$ cat config.mk
export PLATFORM = sky130hd
export DESIGN_NAME = mem_access_stage
export DESIGN_NICKNAME = d
export VERILOG_FILES = /design/src/rtl/rv64_mem_pkg.sv /design/src/rtl/load_extend.sv /design/src/rtl/mem_access_stage.sv
export SDC_FILE = /design/constraint.sdc
export NUM_CORES = 1
export LEC_CHECK = 0
export ABC_AREA = 1
export ABC_CLOCK_PERIOD_IN_PS = 18900
export CORE_ASPECT_RATIO = 1.1
export CORE_MARGIN = 5
export CORE_UTILIZATION = 52
export DETAILED_ROUTE_END_ITERATION = 8
export PLACE_DENSITY = 0.94
export SYNTH_ARGS = -nofsm -noshare
export SYNTH_HDL_FRONTEND = slang
export SYNTH_HIERARCHICAL = 1
export SYNTH_SLANG_ARGS = --single-unit
$ cat constraint.sdc
create_clock -name clk -period 18.9 [get_ports clk]
set_clock_uncertainty 0.1 [all_clocks]
set_input_delay 3.78 -clock clk [delete_from_list [all_inputs] [get_ports clk]]
set_output_delay 3.78 -clock clk [all_outputs]
set_load 0.01 [all_outputs]
$ cat src/rtl/rv64_mem_pkg.sv
// Shared definitions for the RV64I MEM stage.
// Contents:
//   - funct3 size/sign codes for loads and stores
//   - MEM FSM state encoding
//   - byte-strobe base patterns
//   - access_legal(): alignment and encoding check for one access
package rv64_mem_pkg;

  localparam logic [2:0] F3_B  = 3'b000;
  localparam logic [2:0] F3_H  = 3'b001;
  localparam logic [2:0] F3_W  = 3'b010;
  localparam logic [2:0] F3_D  = 3'b011;
  localparam logic [2:0] F3_BU = 3'b100;
  localparam logic [2:0] F3_HU = 3'b101;
  localparam logic [2:0] F3_WU = 3'b110;

  typedef enum logic {
    ST_IDLE = 1'b0,
    ST_WAIT = 1'b1
  } mem_state_t;

  // Strobe patterns for an access at byte offset 0.
  localparam logic [7:0] STRB_B = 8'h01;
  localparam logic [7:0] STRB_H = 8'h03;
  localparam logic [7:0] STRB_W = 8'h0F;
  localparam logic [7:0] STRB_D = 8'hFF;

  // funct3[1:0] encodes the access size for both loads and stores.
  // Stores have no unsigned variants, and load code 111 does not exist.
  function automatic logic access_legal(input logic       is_store,
                                        input logic [2:0] f3,
                                        input logic [2:0] off);
    logic ok;
    ok = 1'b1;
    if (is_store && f3[2])
      ok = 1'b0;
    if (!is_store && (f3 == 3'b111))
      ok = 1'b0;
    case (f3[1:0])
      2'b01:   if (off[0])           ok = 1'b0;
      2'b10:   if (off[1:0] != 2'b0) ok = 1'b0;
      2'b11:   if (off != 3'b0)      ok = 1'b0;
      default: ;
    endcase
    return ok;
  endfunction

endpackage

$ cat src/rtl/load_extend.sv
// Load data extraction for the MEM stage.
// Purpose:
//   Shifts the addressed bytes of a 64-bit read doubleword down to bit 0,
//   then sign- or zero-extends them according to funct3.
// Ports:
//   i_rdata  - doubleword returned by data memory
//   i_off    - byte offset of the access within the doubleword
//   i_funct3 - load size/sign code
//   o_value  - 64-bit extended load result
module load_extend
  import rv64_mem_pkg::*;
(
  input  logic [63:0] i_rdata,
  input  logic [2:0]  i_off,
  input  logic [2:0]  i_funct3,
  output logic [63:0] o_value
);

  logic [63:0] w_raw;

  assign w_raw = i_rdata >> {i_off, 3'b000};

  always_comb begin
    o_value = w_raw;
    case (i_funct3)
      F3_B:    o_value = {{56{w_raw[7]}},  w_raw[7:0]};
      F3_H:    o_value = {{48{w_raw[15]}}, w_raw[15:0]};
      F3_W:    o_value = {{32{w_raw[31]}}, w_raw[31:0]};
      F3_BU:   o_value = {56'd0, w_raw[7:0]};
      F3_HU:   o_value = {48'd0, w_raw[15:0]};
      F3_WU:   o_value = {32'd0, w_raw[31:0]};
      default: o_value = w_raw;
    endcase
  end

endmodule

$ cat src/rtl/mem_access_stage.sv
// MEM stage of the 64-bit pipelined RV64I core.
// Purpose:
//   - Classifies the instruction held in EX/MEM.
//   - Issues aligned load/store requests on the data-memory port.
//   - Stalls upstream while an access is outstanding.
//   - Writes the MEM/WB pipeline register.
// Ports:
//   clk, rst                  - clock, async active-high reset
//   *_in                      - EX/MEM pipeline register contents
//   dmem_*                    - data-memory request/ack port
//   mem_stall                 - combinational hold for upstream registers
//   reg_write_out, rd_addr_out, wb_data_out,
//   misaligned_out, bus_err_out - MEM/WB pipeline register
//   dbg_state                 - current FSM state, for observation only
//
// Handshake: dmem_req rises on the edge after a legal access is seen in
// IDLE. dmem_we/addr/wdata/wstrb stay constant while dmem_req is 1.
// Memory completes the access with a single-cycle dmem_ack, with dmem_rdata
// valid in that same cycle. If no ack arrives within TIMEOUT_CYCLES WAIT
// cycles, the request is withdrawn and a bus error is retired. A dmem_ack
// seen while no request is outstanding has no effect.
module mem_access_stage
  import rv64_mem_pkg::*;
#(
  parameter int unsigned TIMEOUT_CYCLES = 255
) (
  input  logic        clk,
  input  logic        rst,
  input  logic [63:0] alu_result_in,
  input  logic [63:0] mem_address_in,
  input  logic [63:0] mem_write_data_in,
  input  logic        reg_write_in,
  input  logic [4:0]  rd_addr_in,
  input  logic [2:0]  funct3_in,
  input  logic        mem_read_in,
  input  logic        mem_write_in,
  input  logic        mem_to_reg_in,
  output logic        dmem_req,
  output logic        dmem_we,
  output logic [63:0] dmem_addr,
  output logic [63:0] dmem_wdata,
  output logic [7:0]  dmem_wstrb,
  input  logic        dmem_ack,
  input  logic [63:0] dmem_rdata,
  output logic        mem_stall,
  output logic        reg_write_out,
  output logic [4:0]  rd_addr_out,
  output logic [63:0] wb_data_out,
  output logic        misaligned_out,
  output logic        bus_err_out,
  output mem_state_t  dbg_state
);

  localparam logic [15:0] CNT_LAST = 16'(TIMEOUT_CYCLES - 1);

  mem_state_t  r_state, w_state_nxt;
  logic [15:0] r_cnt;

  logic        r_req, r_we;
  logic [63:0] r_addr, r_wdata;
  logic [7:0]  r_wstrb;

  logic [2:0]  r_f3, r_off;
  logic [4:0]  r_rd;
  logic        r_rw, r_m2r;
  logic [63:0] r_alu;

  logic        r_wb_rw, r_wb_mis, r_wb_berr;
  logic [4:0]  r_wb_rd;
  logic [63:0] r_wb_data;

  logic        w_is_store, w_is_load, w_is_mem, w_legal;
  logic [2:0]  w_off;
  logic [7:0]  w_strb;
  logic [63:0] w_wdata_lane, w_load_ext;
  logic        w_timeout;
  logic        w_start, w_done, w_tmo, w_count;

  logic        w_wb_rw, w_wb_mis, w_wb_berr;
  logic [4:0]  w_wb_rd;
  logic [63:0] w_wb_data;

  // Store wins when both mem_write_in and mem_read_in are set.
  assign w_is_store   = mem_write_in;
  assign w_is_load    = !mem_write_in && mem_read_in;
  assign w_is_mem     = w_is_store || w_is_load;
  assign w_off        = mem_address_in[2:0];
  assign w_legal      = access_legal(w_is_store, funct3_in, w_off);
  assign w_wdata_lane = mem_write_data_in << {w_off, 3'b000};
  assign w_timeout    = (r_cnt == CNT_LAST);

  always_comb begin
    w_strb = STRB_D;
    case (funct3_in[1:0])
      2'b00:   w_strb = STRB_B << w_off;
      2'b01:   w_strb = STRB_H << w_off;
      2'b10:   w_strb = STRB_W << w_off;
      default: w_strb = STRB_D;
    endcase
  end

  load_extend u_load_extend (
    .i_rdata  (dmem_rdata),
    .i_off    (r_off),
    .i_funct3 (r_f3),
    .o_value  (w_load_ext)
  );

  // FSM: state register
  always_ff @(posedge clk or posedge rst) begin
    if (rst)
      r_state <= ST_IDLE;
    else
      r_state <= w_state_nxt;
  end

  // FSM: next state, stall and control strobes
  always_comb begin
    w_state_nxt = r_state;
    mem_stall   = 1'b0;
    w_start     = 1'b0;
    w_done      = 1'b0;
    w_tmo       = 1'b0;
    w_count     = 1'b0;
    case (r_state)
      ST_IDLE: begin
        if (w_is_mem && w_legal) begin
          mem_stall   = 1'b1;
          w_start     = 1'b1;
          w_state_nxt = ST_WAIT;
        end
      end
      ST_WAIT: begin
        // ack takes precedence over a timeout in the same cycle
        if (dmem_ack) begin
          w_done      = 1'b1;
          w_state_nxt = ST_IDLE;
        end else if (w_timeout) begin
          w_tmo       = 1'b1;
          w_state_nxt = ST_IDLE;
        end else begin
          mem_stall = 1'b1;
          w_count   = 1'b1;
        end
      end
      default: w_state_nxt = ST_IDLE;
    endcase
  end

  // MEM/WB next value; a bubble unless something retires this cycle.
  always_comb begin
    w_wb_rw   = 1'b0;
    w_wb_rd   = 5'd0;
    w_wb_data = 64'd0;
    w_wb_mis  = 1'b0;
    w_wb_berr = 1'b0;
    if (r_state == ST_IDLE) begin
      if (!w_is_mem) begin
        w_wb_rw   = reg_write_in;
        w_wb_rd   = rd_addr_in;
        w_wb_data = alu_result_in;
      end else if (!w_legal) begin
        w_wb_rd  = rd_addr_in;
        w_wb_mis = 1'b1;
      end
    end else if (w_done) begin
      w_wb_rw   = r_rw;
      w_wb_rd   = r_rd;
      w_wb_data = r_m2r ? w_load_ext : r_alu;
    end else if (w_tmo) begin
      w_wb_rd   = r_rd;
      w_wb_berr = 1'b1;
    end
  end

  // Request port, captured access context and timeout counter
  always_ff @(posedge clk or posedge rst) begin
    if (rst) begin
      r_req   <= 1'b0;
      r_we    <= 1'b0;
      r_addr  <= 64'd0;
      r_wdata <= 64'd0;
      r_wstrb <= 8'd0;
      r_f3    <= 3'd0;
      r_off   <= 3'd0;
      r_rd    <= 5'd0;
      r_rw    <= 1'b0;
      r_m2r   <= 1'b0;
      r_alu   <= 64'd0;
      r_cnt   <= 16'd0;
    end else begin
      if (w_start) begin
        r_req   <= 1'b1;
        r_we    <= w_is_store;
        r_addr  <= {mem_address_in[63:3], 3'b000};
        r_wdata <= w_is_store ? w_wdata_lane : 64'd0;
        r_wstrb <= w_is_store ? w_strb : 8'd0;
        r_f3    <= funct3_in;
        r_off   <= w_off;
        r_rd    <= rd_addr_in;
        r_rw    <= reg_write_in;
        r_m2r   <= mem_to_reg_in;
        r_alu   <= alu_result_in;
        r_cnt   <= 16'd0;
      end else if (w_done || w_tmo) begin
        r_req <= 1'b0;
      end else if (w_count) begin
        r_cnt <= r_cnt + 16'd1;
      end
    end
  end

  // MEM/WB pipeline register
  always_ff @(posedge clk or posedge rst) begin
    if (rst) begin
      r_wb_rw   <= 1'b0;
      r_wb_rd   <= 5'd0;
      r_wb_data <= 64'd0;
      r_wb_mis  <= 1'b0;
      r_wb_berr <= 1'b0;
    end else begin
      r_wb_rw   <= w_wb_rw;
      r_wb_rd   <= w_wb_rd;
      r_wb_data <= w_wb_data;
      r_wb_mis  <= w_wb_mis;
      r_wb_berr <= w_wb_berr;
    end
  end

  assign dmem_req       = r_req;
  assign dmem_we        = r_we;
  assign dmem_addr      = r_addr;
  assign dmem_wdata     = r_wdata;
  assign dmem_wstrb     = r_wstrb;
  assign reg_write_out  = r_wb_rw;
  assign rd_addr_out    = r_wb_rd;
  assign wb_data_out    = r_wb_data;
  assign misaligned_out = r_wb_mis;
  assign bus_err_out    = r_wb_berr;
  assign dbg_state      = r_state;

endmodule

After elaboration in Yosys (flattened, before gate mapping) --
Cells that the tools add are included.
Storage, ports and cells: bits in registers 301, input bits 271, output and inout bits 212, logic and storage cells 94
Cells by class: add/subtract/negate cells 1, equal/unequal tests 11, shift-type cells 5, mux-type cells 44, bitwise logic cells 1, reductions and logical operators 14
Operators by type and width (count):
- $pmux 64 s6 | 1
- $mux 64 | 5
- $shl 64x6->64 | 1
- $shr 64x6->64 | 1
- $mux 16 | 3
- $mux 1 | 26
- $mux 5 | 5
- $pmux 8 s3 | 1
- $add 16x1->16 const B | 1
- $eq 16x8->1 const B | 1
- $eq 3x3->1 const B | 4
- $mux 8 | 1
- $shl 1x3->8 const A | 1
- $shl 2x3->8 const A | 1
- $shl 4x3->8 const A | 1
- $reduce_bool 2->1 | 3
- $eq 2x2->1 const B | 2
- $logic_and 1x1->1 | 4
- $eq 3x1->1 const B | 1
- $eq 3x2->1 const B | 1
- $logic_not 3->1 | 1
- $pmux 1 s3 | 1
- $reduce_bool 3->1 | 1
- $eq 2x1->1 const B | 1
- 7 further kinds | 8

Logic depth before layout (Yosys ltp) --
word-level depth 10, mapped depth 13

Hierarchy --
The synthesis kept the hierarchy.
By module, submodules not included:
- mem_access_stage | instances 1, cells each 1766, area an instance 14157.3 µm², seq. area each 7532.2 µm²
- load_extend | instances 1, cells each 492, area an instance 2454.9 µm², seq. area each 0.0 µm²

Worst setup path before layout --
OpenSTA, ideal clock, no wires.
kind input -> output, from input port funct3_in[1], to output port mem_stall, arrival 4639 ps, required time 15020 ps, path slack 10381 ps, stages 7, path buffers 1, cells stage by stage inv_1 -> ha_1 -> a21oi_1 -> nand3_1 -> nand3_1 -> buf_2 -> nand2_1
Between the ends: word-level cells in the longest chain between the ends 8, elaborated cells on any way between the ends 13, classes of those cells 4 x eq/ne; 7 x mux; 2 x reduce/logical
RTL lines:
- from (decl) | RTL line mem_access_stage.sv:34 | input logic [2:0] funct3_in,
- $eq 3x3->1 | RTL line rv64_mem_pkg.sv:37 | if (!is_store && (f3 == 3'b111))
- $logic_and 1x1->1 | RTL line rv64_mem_pkg.sv:37
- $mux 1 | RTL line rv64_mem_pkg.sv:37
- $mux 1 (on tied branches) | RTL line rv64_mem_pkg.sv:42, rv64_mem_pkg.sv:40, rv64_mem_pkg.sv:41
- $pmux 1 s3 (*) | RTL line rv64_mem_pkg.sv:39 | case (f3[1:0])
- $logic_and 1x1->1 (*) | RTL line mem_access_stage.sv:127 | if (w_is_mem && w_legal) begin
- $mux 1 (*) | RTL line mem_access_stage.sv:127
- $pmux 1 s2 (*) | RTL line mem_access_stage.sv:125 | case (r_state)
- to (decl) | RTL line mem_access_stage.sv:45 | output logic mem_stall,
Mark *: on every way between the ends. The rest lies on a longest branch, timed or not.

Worst setup path after layout --
from input port mem_address_in[2], to output port mem_stall
Between the ends: word-level cells in the longest chain between the ends 6
RTL lines:
- from (decl) | RTL line mem_access_stage.sv:30 | input logic [63:0] mem_address_in,
- $reduce_bool 3->1 | RTL line rv64_mem_pkg.sv:42 | 2'b11: if (off != 3'b0) ok = 1'b0;
- $mux 1 | RTL line rv64_mem_pkg.sv:42
- $pmux 1 s3 | RTL line rv64_mem_pkg.sv:39
- $logic_and 1x1->1 | RTL line mem_access_stage.sv:127
- $mux 1 | RTL line mem_access_stage.sv:127
- $pmux 1 s2 | RTL line mem_access_stage.sv:125
Every way passes these cells.

==> out/results.tsv <==
stage	metric	value	unit
critical_path	WS Path Type	input port to output pin	
timing	Final Hold Fails	0	
grt	total grt overflow	0	
floorplanning	Die Y	197	µm
outcome	status	complete, no violations	
grt	first-pass GRT wire length	95100	µm
timing	RSZ-0062 raised after global routing	false	
floorplanning	Core ar.	31500	µm²
placed_design	Port Buffer Count	479	
routing	DRC viols	0	
synthesis	Syn Std Cell Area	16600	µm²
floorplanning	die width	180	µm
placed_design	GP Congestion	0.956	
grt	pin count of the biggest net entering global routing	248	
grt	initial antenna violation count	3	
timing	Worst slew margin	20.7	%
floorplanning	# rows	68	
critical_path	CP delay by family, top	buffers and inverters	
floorplanning	Die ar.	35600	µm²
synthesis	Ys Warns	6	
flow_run	max-cap violations	0	
power_and_ir_drop	static leakage	10.6	nW
cts	setup bufs post-CTS	0	
cts	Clock Latency Late Sink	0.58	ns
critical_path	crit path to	mem_stall	
finish	Fillers	2425	
synthesis	Post-synth EDFFs	0	
finish	Layout Nets	2902	
critical_path	CP cell instances	clkdlybuf4s50_1 -> buf_4 -> inv_2 -> nand3_1 -> nand3_1 -> nand3_4 -> nand2_1 -> clkdlybuf4s50_1	
cts	Hold-fix buffers, CTS	0	
critical_path	Worst EP required	15.02	ns
synthesis	library cells used by synthesis	40	
timing	measured slew at the worst slew-check pin	1.19	ns
timing	period utilization	57.8	%
cts	Sink Count	301	
power_and_ir_drop	Power Density	109	nW/µm²
min_path	Worst Hold Class	register to register	
timing	Setup TNS Final	0	ns
critical_path	Crit-path slowest cell	inv_2	
timing	fmax	91.5	MHz
routing	drt wl/cell	20.2	µm
synthesis	Post-synth ARST share	100	%
floorplanning	Initial Util	52.8	%
cts	root buf cell	clkbuf_16	
critical_path	RR Startpoint	r_off[0]	
cts	Clock Path Buffers	3	
finish	area delta synth->final	33.9	%
critical_path	Data arrival, critical path	7.05	ns
timing	Tmin final	10.93	ns
critical_path	Crit. Startpoint	mem_address_in[2]	
routing	Vias	17756	
grt	GRT Resource Usage Total	33.1	%
cts	clock-pin slew on the worst setup and hold paths	0.06	ns
placed_design	pre-CTS WS	8.02	ns
critical_path	Crit. path cell count	8	
synthesis	Post-synth top flop	dfrtp_1	
floorplanning	# IOs	483	
timing	final slew viol count	0	
critical_path	critical path fanouts, max	53	
synthesis	cells after synthesis	2258	
synthesis	share of the yosys chip area belonging to registers	45.3	%
cts	TritonCTS buffer count	31	
critical_path	R2R Path End	wb_data_out[18]	
routing	router iterations before antenna repair	6	
finish	area of the multi-input gates	7500	µm²
critical_path	highest cell delay on the worst timing path	0.74	ns
placed_design	detailed-placement wirelength estimate	43700	µm
critical_path	R2R cell count	12	
power_and_ir_drop	IR drop worst, VDD	0.0909	mV
critical_path	r2r setup slk	15.08	ns
critical_path	Crit. End Element	output pin	
timing	final worst slack	7.97	ns
critical_path	Startpoint Class	input port	
synthesis	Seq cells post-synth	301	
routing	Vias/cell	5.78	
routing	initial drt markers	2092	
finish	fraction of layout cells with a size suffix above 1	4.19	%
power_and_ir_drop	total chip power	2.42	mW
timing	Setup Viol. Count Final	0	
grt	vias in the first global route	17450	
cts	H-tree lvl count	1	
critical_path	Bufs and invs on worst path	4	
synthesis	mean cell area of the mapped netlist	7.36	µm²
routing	Routed Antenna Nets	0	
cts	Post-CTS Resized	0	
cts	CTS tree	built	
routing	WL final	62000	µm
finish	register area	7530	µm²
==> power breakdown <==
part	internal (mW)	switching, mW
clock	0.333	0.263
sequential	0.783	0.0829
combinational	0.391	0.568
==> worst min path at each step <==
stage                       start             end  slack (ns)  depth (start not counted)
finish              dmem_wstrb[0]   dmem_wstrb[0]        0.39                          2
global route            r_alu[57]       r_alu[57]        0.41                          2
CTS                       dmem_we         dmem_we        0.39                          2
detailed placement        dmem_we         dmem_we        0.37                          2
global placement          dmem_we         dmem_we        0.36                          2
floorplan                 r_rd[4]  rd_addr_out[4]        0.35                          2
==> layer usage <==
layer / global-route usage [%] / vias up / part of all wire, %
met2: 54.8 / 1145 / 47
met4: 20.3 / 0 / 7.3
li1: - / 8108 / -
met3: 7.72 / 246 / 9.8
met5: 0 / - / 0
met1: 39.3 / 8257 / 36
==> state kept, by name (all words and copies together) (netlist names) <==
signal and flops:
dmem_addr 61, reg_write_out 1, dbg_state 1, misaligned_out 1
r_rw 1, bus_err_out 1, r_off 3, dmem_we 1
wb_data_out 64, dmem_wstrb 8, r_rd 5, dmem_req 1
dmem_wdata 64, r_f3 3, r_cnt 16, rd_addr_out 5
r_m2r 1, r_alu 64
==> layout by cell type (no fill, tap or decap), types with 16 or more instances in the layout <==
cell type / count
nand4_1: 37
nand2_1: 689
clkbuf_16: 31
a21oi_1: 27
o32ai_1: 64
dfrtp_1: 299
o211ai_1: 18
o21ai_0: 72
inv_1: 187
nor2_1: 199
nand3_1: 176
clkdlybuf4s50_1: 478
o21ai_1: 232
buf_4: 16
==> cells in the mapped netlist (4+ instances only) <==
library cell / n / area share [%]
or2_2: 5 / 0.19
a21oi_1: 27 / 0.81
nand4_2: 10 / 0.75
buf_6: 13 / 0.88
clkbuf_1: 71 / 1.6
nor2_1: 199 / 4.5
ha_1: 7 / 0.53
inv_1: 189 / 4.3
nand2_1: 691 / 16
nand2_2: 4 / 0.15
xor2_1: 6 / 0.32
o211ai_1: 18 / 0.81
buf_2: 42 / 1.3
nand3b_1: 7 / 0.32
o21ai_1: 232 / 7.0
dfrtp_1: 301 / 45
nor3_1: 7 / 0.21
inv_2: 8 / 0.18
buf_4: 19 / 0.86
buf_1: 19 / 0.43
nand3_1: 177 / 5.3
o211a_1: 6 / 0.36
o21bai_1: 4 / 0.18
o21ai_0: 72 / 2.2
nand4_1: 37 / 1.4
o32ai_1: 64 / 3.4
nand3_2: 4 / 0.24
==> worst min-delay path, cell delays in order (launching register included) <==
cell,delay [ns]
dfrtp_1,0.34
nand2_1,0.05
o21ai_1,0.06
==> kinds of logic after synthesis <==
kind of cell | synth area share [%]
adders and majority gates | 0.527
buffers and inverters | 9.64
DFF | 45.3
AOI/OAI and AO/OA | 14.8
and+or+nand+nor | 29.1
muxes | 0.181
other | 0.0226
xor gates and xnor gates | 0.369
==> stage by stage <==
| stage | hold WS, ns | instance area, µm² | utilization (%) | std cells |
|---|---|---|---|---|
| after detailed placement | 0.367 | 21300 | 67.5 | 3011 |
| after floorplan | 0.349 | 16600 | - | 2260 |
| after global routing | 0.405 | 22200 | 70.6 | 3070 |
| after CTS | 0.389 | 22200 | 70.6 | 3067 |
| after global placement | 0.360 | 21300 | 67.5 | 3011 |
| final | 0.390 | 22200 | 70.7 | 3073 |
==> final cells by class <==
cell class,count,share of cell area [%]
inverter,199,3.40
timing repair buffer,496,22.2
tap,420,2.36
sequential,301,33.9
clock buffer,44,3.89
clock inverter,12,0.506
multi-input combinational,1595,33.7
antenna,6,0.0675
No activity file was read; power rests on OpenSTA's default activity.
